===== config.mk =====
export PLATFORM = sky130hd
export DESIGN_NAME = bcd_display_converter
export DESIGN_NICKNAME = d
export VERILOG_FILES = /design/src/rtl/bcd_display_pkg.sv /design/src/rtl/bcd_add3_digit.sv /design/src/rtl/bcd_display_converter.sv
export SDC_FILE = /design/constraint.sdc
export NUM_CORES = 1
export LEC_CHECK = 0
export ABC_AREA = 0
export BUFFER_PORTS_ARGS = -buffer_cell sky130_fd_sc_hd__buf_2
export CELL_PAD_IN_SITES_DETAIL_PLACEMENT = 2
export CELL_PAD_IN_SITES_GLOBAL_PLACEMENT = 2
export CORE_MARGIN = 3
export CORE_UTILIZATION = 39
export CTS_CLUSTER_DIAMETER = 40
export DETAILED_ROUTE_END_ITERATION = 10
export GPL_ROUTABILITY_DRIVEN = 0
export PLACE_DENSITY_LB_ADDON = 0.1
export SETUP_SLACK_MARGIN = 0.1
export SYNTH_ARGS = -nofsm -noshare
export SYNTH_HDL_FRONTEND = slang
export SYNTH_SLANG_ARGS = --single-unit

===== constraint.sdc =====
create_clock -name clk -period 3.85 [get_ports clk]
set_input_delay 0.385 -clock clk [delete_from_list [all_inputs] [get_ports clk]]
set_output_delay 0.385 -clock clk [all_outputs]
set_load 0.02 [all_outputs]

===== src/rtl/bcd_display_pkg.sv =====
// Shared definitions for the binary-to-BCD display converter.
//
// Contents:
//   CODE_OVF / CODE_ERR  reserved display words for out-of-range and error requests
//   MAX_VAL              largest magnitude (in thousandths) that fits six BCD digits
//   BLANK_NIBBLE         nibble value the display renders as an unlit digit
//   conv_state_t         converter FSM state encoding
//   blank_leading()      replaces leading zero hundreds/tens nibbles with BLANK_NIBBLE

package bcd_display_pkg;

   localparam logic [23:0] CODE_OVF     = 24'hFFFFFF;
   localparam logic [23:0] CODE_ERR     = 24'hFFFFFE;
   localparam int unsigned MAX_VAL      = 999999;
   localparam logic [3:0]  BLANK_NIBBLE = 4'hF;

   typedef enum logic [1:0] {
      IDLE = 2'd0,
      CONV = 2'd1,
      FIN  = 2'd2
   } conv_state_t;

   // Only the two integer-part digits above "ones" may be blanked, and tens
   // only when hundreds is also blank, so "0.250" stays readable as " 0.250".
   function automatic logic [23:0] blank_leading(input logic [23:0] w);
      logic [23:0] r;
      r = w;
      if (w[23:20] == 4'd0) begin
         r[23:20] = BLANK_NIBBLE;
         if (w[19:16] == 4'd0) begin
            r[19:16] = BLANK_NIBBLE;
         end
      end
      return r;
   endfunction

endpackage


===== src/rtl/bcd_add3_digit.sv =====
// Double-dabble correction for one BCD digit: adds 3 when the digit is 5 or
// more so that the following left shift carries correctly into the next digit.
//
// Ports:
//   din   4-bit BCD digit before correction
//   dout  4-bit digit after correction

module bcd_add3_digit (
   input  logic [3:0] din,
   output logic [3:0] dout
);

   always_comb begin
      dout = din;
      if (din >= 4'd5) begin
         dout = din + 4'd3;
      end
   end

endmodule


===== src/rtl/bcd_display_converter.sv =====
// Sequential binary-to-BCD converter feeding the six-digit 7-segment display.
// Converts an unsigned magnitude in thousandths into six packed BCD nibbles
// {hundreds,tens,ones,tenths,hundredths,thousandths} using double-dabble,
// one bit per clock. Error and out-of-range requests bypass the conversion
// and produce the display's reserved codes.
//
// Optional build macro:
//   LEADING_ZERO_BLANK_EN  blank leading zero hundreds/tens digits of numeric results
//
// Ports:
//   clk       system clock, rising edge
//   reset     asynchronous, active-high reset
//   start     conversion request, honoured only when idle
//   value     unsigned magnitude in thousandths
//   neg       sign of the request, 1 = negative
//   err       show the error code instead of a value
//   busy      high while a conversion is in progress
//   done      one-cycle pulse; bcd/sign_out valid from this cycle on
//   bcd       packed BCD result, held until the next done
//   sign_out  sign latched with the request, held with bcd
//
// State | meaning
// IDLE  | waiting for start; a request latches inputs and performs the first shift
// CONV  | one double-dabble step per cycle until all IN_W bits are shifted in
// FIN   | publish result/sign, pulse done, return to IDLE
//
// The first double-dabble step is folded into the IDLE accept: the
// accumulator is zero there, so its add-3 stage is a no-op and only the shift
// remains. CONV then performs the remaining IN_W-1 steps, which gives a
// request-to-done latency of IN_W+1 cycles on the normal path and 2 cycles on
// the error/overflow path.

module bcd_display_converter
   import bcd_display_pkg::*;
#(
   parameter int IN_W   = 20,
   parameter int DIGITS = 6
) (
   input  logic                  clk,
   input  logic                  reset,
   input  logic                  start,
   input  logic [IN_W-1:0]       value,
   input  logic                  neg,
   input  logic                  err,
   output logic                  busy,
   output logic                  done,
   output logic [4*DIGITS-1:0]   bcd,
   output logic                  sign_out
);

   localparam int ACC_W = 4*DIGITS;
   localparam int CNT_W = $clog2(IN_W + 1);

   conv_state_t          state;
   logic [ACC_W-1:0]     acc;
   logic [IN_W-1:0]      shreg;
   logic [CNT_W-1:0]     cnt;
   logic [ACC_W-1:0]     res;
   logic                 res_is_code;
   logic                 neg_q;

   logic [ACC_W-1:0]     acc_adj;
   logic [ACC_W+IN_W-1:0] shifted;
   logic [ACC_W-1:0]     acc_next;
   logic [IN_W-1:0]      shreg_next;
   logic [ACC_W-1:0]     digits_word;
   logic [ACC_W-1:0]     fin_word;
   logic                 over_range;

   for (genvar g = 0; g < DIGITS; g++) begin : g_add3
      bcd_add3_digit u_add3 (
         .din  (acc[4*g +: 4]),
         .dout (acc_adj[4*g +: 4])
      );
   end

   always_comb begin
      shifted    = {acc_adj, shreg} << 1;
      acc_next   = shifted[ACC_W+IN_W-1:IN_W];
      shreg_next = shifted[IN_W-1:0];
   end

   assign over_range = 32'(value) > MAX_VAL;

   always_comb begin
`ifdef LEADING_ZERO_BLANK_EN
      digits_word = blank_leading(res);
`else
      digits_word = res;
`endif
      fin_word = res_is_code ? res : digits_word;
   end

   always_ff @(posedge clk or posedge reset) begin
      if (reset) begin
         state       <= IDLE;
         acc         <= '0;
         shreg       <= '0;
         cnt         <= '0;
         res         <= '0;
         res_is_code <= 1'b0;
         neg_q       <= 1'b0;
         busy        <= 1'b0;
         done        <= 1'b0;
         bcd         <= '0;
         sign_out    <= 1'b0;
      end else begin
         done <= 1'b0;
         case (state)
            IDLE: begin
               if (start) begin
                  neg_q <= neg;
                  busy  <= 1'b1;
                  if (err) begin
                     res         <= CODE_ERR;
                     res_is_code <= 1'b1;
                     state       <= FIN;
                  end else if (over_range) begin
                     res         <= CODE_OVF;
                     res_is_code <= 1'b1;
                     state       <= FIN;
                  end else begin
                     {acc, shreg} <= {{(ACC_W-1){1'b0}}, value, 1'b0};
                     cnt          <= CNT_W'(IN_W - 1);
                     res_is_code  <= 1'b0;
                     state        <= CONV;
                  end
               end
            end
            CONV: begin
               acc   <= acc_next;
               shreg <= shreg_next;
               cnt   <= cnt - CNT_W'(1);
               if (cnt == CNT_W'(1)) begin
                  res   <= acc_next;
                  state <= FIN;
               end
            end
            FIN: begin
               bcd      <= fin_word;
               sign_out <= neg_q;
               done     <= 1'b1;
               busy     <= 1'b0;
               state    <= IDLE;
            end
            default: begin
               state <= IDLE;
               busy  <= 1'b0;
            end
         endcase
      end
   end

endmodule


==> Yosys cells after proc, flatten, opt, wreduce, memory -nomap -nowiden <==
Cells that the tools add are included.
{ "word_totals": {"wordCells": 71, "regBits": 103, "out_inout_bits": 27, "in_bits": 25} }
{ "op_classes": {"n_eq_ne": 8, "n_lt_le_gt_ge": 7, "n_reduce_logical": 7, "add_sub_neg": 7, "n_mux": 31, "bitwise": 1} }
{ "ops": {"columns": ["op", "count"], "rows": [
  ["24-bit two-way mux", 7],
  ["24-bit case mux with 2 select lines", 2],
  ["20-bit two-way mux", 3],
  ["20-bit case mux with 2 select lines", 1],
  ["4-bit by 3-bit greater-or-equal comparator with 1-bit output (second input constant)", 6],
  ["4-bit by 2-bit adder with 4-bit output (second input constant)", 5],
  ["20-bit > comparator (second input constant)", 1],
  ["4-bit two-way mux", 5],
  ["5-bit two-way mux", 3],
  ["5-bit case mux with 2 select lines", 1],
  ["2-bit two-way mux", 4],
  ["2-bit != test (second input constant)", 4],
  ["4-bit AND reduction", 2],
  ["2-bit AND reduction", 3],
  ["5-bit by 1-bit == test with 1-bit output (second input constant)", 1],
  ["5-bit by 1-bit subtractor with 5-bit output (second input constant)", 1],
  ["2-bit case mux with 2 select lines", 1],
  ["3-bit by 2-bit adder with 3-bit output (second input constant)", 1],
  ["3-bit two-way mux", 1],
  ["3-bit != test (second input constant)", 1],
  ["2-bit by 1-bit == test with 1-bit output (second input constant)", 1],
  ["2-bit == test (second input constant)", 1],
  ["2-bit zero test", 1],
  ["1-bit two-way mux", 2],
  ["other kinds (3)", 3]
]} }

==> Longest topological paths before layout <==
Gate-level depths: netlist (run 1).
{ "depth": {"depth_word": 5, "mapped_depth": 8, "mapped_depth_nobuf": 7} }

==> Cells and area by module <==
Synthesis (run 1) repeated with hierarchy kept, for this count alone.
{ "hier_totals": {"hier_cells": 390, "hier_area_um2": 4644.5} }
{ "modules_own_cells": {"columns": ["mod", "n_inst", "area_each_um2", "cells_per_inst", "seq_area_each_um2"], "rows": [
  ["bcd_display_converter", 1, 4036.4, 294, 2552.4],
  ["bcd_add3_digit", 6, 101.3, 16, 0.0]
]} }

==> Least setup slack after synthesis (run 1) <==
OpenSTA, ideal clock, no wires.
{ "synth_timing": {"path_type": "register to register", "startpoint": "register cnt[1]", "endpoint": "register res[10], in the netlist digits_word[10]", "slack_ns": 1.745, "synth_period_minus_slack_ns": 2.105, "setup_time_ns": 0.125, "path_stages_with_launch": 9, "n_path_buf": 1, "arrival_ns": 1.981, "t_required_ns": 3.725, "cell_sequence": "dfrtp_1 > inv_1 > ha_1 > or4b_4 > a21oi_2 > nand2_1 > o21ai_4 > buf_6 > mux2_2"} }
{ "synth_between": {"elab_chain_len": 3} }
{ "synth_rtl": {"columns": ["item", "line", "rtl"], "rows": [
  ["start: declaration", "bcd_display_converter.sv:57", "logic [CNT_W-1:0] cnt;"],
  ["start signal: assignment", "bcd_display_converter.sv:124", "cnt <= CNT_W'(IN_W - 1);"],
  ["start signal: assignment", "bcd_display_converter.sv:133", "cnt <= cnt - CNT_W'(1);"],
  ["5-bit by 1-bit == test with 1-bit output", "bcd_display_converter.sv:134", "if (cnt == CNT_W'(1)) begin"],
  ["2-bit != test (no source line)", null, null],
  ["4-bit AND reduction (no source line)", null, null],
  ["end signal: assignment", "bcd_display_converter.sv:135", "res <= acc_next;"],
  ["end: declaration", "bcd_display_converter.sv:58", "logic [ACC_W-1:0] res;"]
]} }
No other way between the ends.
A chain may end at the register's enable or synchronous reset.

==> Worst setup path in the final report (run 1) <==
{ "layout_timing": {"startpoint": "register cnt[1]", "endpoint": "register res[14], in the netlist digits_word[14]"} }
Same word-level chain as after synthesis.

==> flow_metrics.tcl, run 1 <==
set metrics [dict create \
    wire_per_inst_um 17.8 \
    antenna_found_initial 0 \
    num_antenna_cells 0 \
    area_growth_pct 13.9 \
    grt_overflow 0 \
    finalHoldViolations 0 \
    ir_drop_uv 400 \
    path_buf_inv 1 \
    synth_top_cells_by_area "dfrtp_1 (52%), mux2_2 (17%), nand2_1 (8.2%), ha_1 (3.6%), o22ai_1 (2.5%)" \
    finalNonFillerCells 668 \
    grt_setup_unrepaired "false" \
    synth_warnings 0 \
    p_leak_nw 2.34 \
    die_area_um2 14000 \
    grt_pass1_wl_mm 20.1 \
    path_clk_slew_ns 0.07 \
    reg2reg_setup_slack_ns 1.13 \
    r2r_start "cnt[1]" \
    finClkSkew_ns 0.00993 \
    dp.cells 653 \
    yosysTopAreaCell "dfrtp_1" \
    final_common_cell "nand2_1" \
    critPathMaxStageDelay_ns 0.75 \
    p_sw_share_pct 38.6 \
    drt-initial-drc-count 85 \
    max_slew_margin_pct 35.6 \
    status "finished clean" \
    worst-setup-path-type "flip-flop to flip-flop" \
    ys_seq_area_share_pct 52.0 \
    io_pins 52 \
    slew_violations 0 \
    rr_worst_depth 7 \
    drtPass1Iterations 6 \
    post-route-min-period_ns 2.72 \
    hold_ws_ns 0.223 \
    p_comb_share_pct 42.7 \
    grt_max_degree 70 \
    grt_pass1_vias 3956 \
    cts_root_buf "clkbuf_16" \
    cp_max_fo 25 \
    crit_arrival_ns 2.95 \
    drc 0 \
    intPower_mw 2.86 \
    p_switching_mw 1.80 \
    cts.sinks 102 \
    final_area_um2 5590 \
    fmax_mhz 367 \
    ant_nets 0 \
    synth_fp_nets 488 \
    cts_buffers 9 \
    critical_path.top_delay_family "compound AO/OA/AOI/OAI gates" \
    via_count 3496 \
    tns_ns 0 \
    cts_resized 0 \
    nets 535 \
    pwr-share-clk_pct 18.7 \
    via_per_inst 5.23 \
    synth_edf_count 0 \
    wl_mm 11.9 \
    worstSkewPairLatency_ns 0.35 \
    place_area_um2 5320 \
    setup_viol 0 \
    hold_buffers 0 \
    synthArstFlopShare_pct 100 \
    die_h_um 118 \
    powerDensity_nw_per_um2 832 \
    final_cell_mix "nand2_1 (107), dfrtp_1 (102), mux2_2 (72)" \
    cap_viol_max_count 0 \
    fp-row-count 40 \
    cp-end-kind "flip-flop" \
    cts_buffer_depth 2 \
    grt_usage_pct 18.0 \
    avgSynthCellArea_um2 10.9 \
    io_buffers 51 \
    yosys.area.top_type_share_pct 52.0 \
    coreArea_um2 12200 \
    initial_utilization_pct 40.4 \
    r2r-end "digits_word[14]" \
    cts_max_level 3 \
    crit_path_start_kind "flip-flop" \
    hold_class "primary input to async pin" \
    period_share_pct 70.7 \
    post_cts_buffers 0 \
    ys_ff_latch 102 \
    nFillCells 1331 \
    drive_gt1_share_pct 30.8 \
    die_w_um 118 \
    crit_chain "inv_1, ha_1, or4b_4, a21oi_2, nand2_1, o21ai_4, mux2_2" \
    pwr-share-seq_pct 38.7 \
    ys_types 39 \
    cts_tree "yes" \
    ys.flop_type "dfrtp_1" \
    tightestPinTransition_ns 0.962 \
    dp_hpwl_mm 7.82 \
    netlist_instances 449 \
    seqCellArea_um2 2550 \
    setup_slack_ns 1.13 \
    slowest_stage "o21ai_4" \
    synth_area_um2 4910 \
    dp_worst_setup_slack_ns 1.16 \
    multiInputGateArea_um2 2190 \
    crit_required_ns 4.08 \
]
## cells in the mapped netlist (all sizes together) (4+ instances only)
cell,count
a21o,4
a21oi,24
buf,8
clkbuf,13
dfrtp,102
ha,14
inv,17
mux2,73
nand2,107
nand2b,9
nor3b,12
o21ai,11
o22ai,20
xnor2,6
## layer usage
metal / track usage [%] / routed length, um
met4: 6.81 / 203
met1: 22.4 / 5400
met5: 0 / 0
met3: 3.06 / 204
met2: 31.2 / 6050
## registers in the layout, summed over array words and instances (netlist names)
register / flops
state: 2
neg_q: 1
bcd: 24
cnt: 5
busy: 1
shreg: 19
acc: 24
done: 1
digits_word: 24
sign_out: 1
## worst register-to-register path: cells and delay by family, from the launching register on
family	cells	cell delay, ns
AOI/OAI and AO/OA	2	0.93
adders and majority gates	1	0.16
buffers and inverters	1	0.10
DFF	1	0.39
muxes	1	0.44
and+or+nand+nor	2	0.58
## power by group through the flow
stage	sequential [mW]	clock, mW	combinational, mW
CTS	1.81	0.899	2.04
floorplan	1.87	0	1.42
global route	1.87	0.949	2.22
finish	1.80	0.869	1.99
detailed placement	1.82	0	2.02
global placement	1.79	0	1.92
## cell type report
| class | instances | area share, % |
|---|---|---|
| Sequential cell | 102 | 45.6 |
| Multi-Input combinational cell | 309 | 39.1 |
| Timing Repair Buffer | 57 | 5.37 |
| Clock buffer | 12 | 4.59 |
| Tap cell | 168 | 3.76 |
| Inverter | 17 | 1.19 |
| Clock inverter | 3 | 0.358 |
## per-stage QoR
step | utilization [%] | total power [mW]
after floorplan | - | 3.29
after global placement | 43.7 | 3.70
after detailed placement | 43.7 | 3.83
after CTS | 46.0 | 4.74
after global routing | 46.0 | 5.04
final | 46.0 | 4.65
## kinds of logic (layout without fill, tap and decap cells)
| kind of cell | Yosys count | after routing | share of synthesized area [%] |
|---|---|---|---|
| muxes | 74 | 74 | 16.9 |
| xor gates and xnor gates | 6 | 6 | 1.07 |
| and+or+nand+nor | 143 | 143 | 13.3 |
| buffers and inverters | 38 | 89 | 3.57 |
| adders and majority gates | 14 | 14 | 3.57 |
| DFF | 102 | 102 | 52.0 |
| AOI/OAI and AO/OA | 72 | 72 | 9.55 |
## worst max path at each step
stage / startpoint / end / slack (ns) / cells past startpoint
2_1_floorplan: reset / acc[0] / 0.79 / 1
3_3_place_gp: value[15] / digits_word[12] / 1.25 / 6
3_5_place_dp: cnt[1] / digits_word[23] / 1.16 / 7
4_1_cts: cnt[1] / digits_word[14] / 1.11 / 7
5_1_grt: cnt[1] / digits_word[6] / 0.98 / 7
6_report: cnt[1] / digits_word[14] / 1.13 / 7
No activity file was read; power rests on OpenSTA's default activity.
==> run 2: changes to the inputs <==
Settings changed: ABC_AREA 0 to 1, CORE_UTILIZATION 39 to 32.
Clock period 3.85 ns to 2.25 ns, I/O delays scaled along.
==> run 2 against run 1 <==
Critical path type unchanged. Maximum frequency grew 51%. Global-route usage shrank 1.3 points. Utilization shrank 8.2 points. Flip-flop and latch count is the same. Power grew 84%. Worst setup slack lost 0.68 ns. Die area grew 32%. Critical path depth shrank 2. Area after synthesis grew 9.6%.
==> flow_metrics.tcl, run 2 <==
set metrics [dict create \
    status "finished clean" \
    drc 0 \
    slew_violations 0 \
    cts_root_buf "clkbuf_16" \
    die_area_um2 18400 \
    ir_drop_uv 446 \
    initial_utilization_pct 33.3 \
    netlist_instances 681 \
    crit_required_ns 2.48 \
    yosys.area.top_type_share_pct 47.4 \
    grt_pass1_wl_mm 24.6 \
    hold_start "value[0]" \
    cts_buffers 9 \
    fmax_mhz 556 \
    crit_path_start_kind "flip-flop" \
    ant_nets 0 \
    nets 763 \
    io_pins 52 \
    hold_class "primary input to flip-flop" \
    worst-setup-path-type "flip-flop to flip-flop" \
    tightestPinTransition_ns 0.693 \
    synth_fp_nets 720 \
    wire_per_inst_um 15.2 \
    grt_usage_pct 16.6 \
    io_buffers 51 \
    cp-end-kind "flip-flop" \
    avgSynthCellArea_um2 7.91 \
    grt_pass1_vias 4932 \
    ys_ff_latch 102 \
    tns_ns 0 \
    coreArea_um2 16200 \
    yosysTopAreaCell "dfrtp_1" \
    period_share_pct 80.0 \
    synth_top_cells_by_area "dfrtp_1 (47%), nand2_1 (22%), nand3_1 (6.9%), nand3_2 (3.7%), ha_1 (3.3%)" \
    fin_util_pct 37.8 \
    cts_max_level 3 \
    drtPass1Iterations 4 \
    worstSkewPairLatency_ns 0.35 \
    finalHoldViolations 0 \
    grt_overflow 0 \
    die_h_um 136 \
    drt-initial-drc-count 116 \
    cp-startpoint "state[1]" \
    synth_edf_count 0 \
    powerDensity_nw_per_um2 1400 \
    nFillCells 1892 \
    cts_tree "yes" \
    via_per_inst 4.77 \
    cap_viol_max_count 0 \
    power.total_mw 8.58 \
    synth_most_common_cell "nand2_1" \
    drive_gt1_share_pct 16.7 \
    cp_max_fo 25 \
    via_count 4503 \
    num_antenna_cells 0 \
    ys.flop_type "dfrtp_1" \
    path_clk_slew_ns 0.07 \
    max_slew_margin_pct 53.5 \
    final_cell_mix "nand2_1 (314), dfrtp_1 (102), nand3_1 (74)" \
    grt_max_degree 49 \
    finClkSkew_ns 0.00724 \
    post-route-min-period_ns 1.80 \
    cts.sinks 102 \
    seqCellArea_um2 2550 \
    synth_warnings 0 \
    ys_seq_area_share_pct 47.4 \
    antenna_found_initial 0 \
    synth_area_um2 5380 \
    synthArstFlopShare_pct 100 \
    r2r_start "state[1]" \
    area_growth_pct 13.6 \
    fp-row-count 46 \
    synth_commonest_cells "nand2_1 (314), dfrtp_1 (102), nand3_1 (74)" \
    hold_ws_ns 0.0839 \
    cts_buffer_depth 2 \
    crit_arrival_ns 2.03 \
    wl_mm 14.4 \
    grt_setup_unrepaired "false" \
    ys_types 32 \
    p_leak_nw 3.22 \
    die_w_um 136 \
    multiInputGateArea_um2 2450 \
    final_common_cell "nand2_1" \
    dp_hpwl_mm 10.2 \
    setup_viol 0 \
    cts_resized 0 \
]
## run 2: cell types whose count changed after synthesis, sizes merged, moves of 7 or more
cell	before	now
a21oi	24	3
buf	8	28
clkbuf	13	4
inv	17	45
mux2	73	1
nand2	107	318
nand2b	9	0
nand3	3	94
nand4	0	7
nor2	3	13
nor3b	12	0
o21ai	11	20
o22ai	20	0
or2	2	18
## run 2: worst max-delay path, stage by stage (launching register included)
cell	delay [ns]
dfrtp_1	0.46
nor2_1	0.38
o21a_4	0.39
nand2_4	0.24
nand2_1	0.14
nand2_1	0.06
## run 2: path summary, 6_finish.rpt
| path | end | slack, ns | depth (start not counted) |
|---|---|---|---|
| max reg2reg | digits_word[19] | 0.45 | 5 |
| min reg2reg | bcd[2] | 0.47 | 2 |
| max in group asynchronous | bcd[8] | 1.18 | 4 |
| max | digits_word[19] | 0.45 | 5 |
| min in group asynchronous | bcd[4] | 0.47 | 3 |
| min | shreg[1] | 0.08 | 3 |
## run 2: where the power goes
part / switching (mW) / internal (mW) / leakage, nW
Clock: 0.701 / 0.860 / 0.134
Sequential: 0.546 / 2.67 / 1.28
Combinational: 2.56 / 1.23 / 1.81
Total: 3.81 / 4.77 / 3.22
## run 2: what timing repair did
item                       CTS  global route
buffers inserted             0             0
hold buffers                 1             0
setup endpoints to repair    0             0
hold endpoints to repair    19             0
## run 2: logic make-up after synthesis
group,Yosys count,share of synthesized area (%)
fa+ha+maj,14,3.25
simple gates,451,37.9
flops,102,47.4
compound gates,30,3.25
xor+xnor,5,0.813
mux,1,0.209
buf+inv,78,7.13
## run 2: layout make-up
type / count / share of cell area (%)
inverter: 46 / 2.88
clock inverter: 6 / 1.02
multi-input combinational: 501 / 40.0
clock buffer: 10 / 3.74
tap: 216 / 4.42
timing repair buffer: 64 / 6.22
sequential: 102 / 41.7
## run 2: metal layers
metal,track usage (%),up-vias,wire length (um)
met5,0,-,0
met4,5.15,0,202
met3,2.08,15,336
met2,29.4,57,7030
met1,21.1,2208,6820
li1,-,2223,-
## run 2: per-stage QoR
stage	area, um2	cells	worst slack (ns)
5_1_grt	6120	945	0.281
3_5_place_dp	5820	928	0.481
4_1_cts	6120	945	0.407
3_3_place_gp	5820	928	0.567
2_1_floorplan	5390	681	0.807
6_report	6120	945	0.451
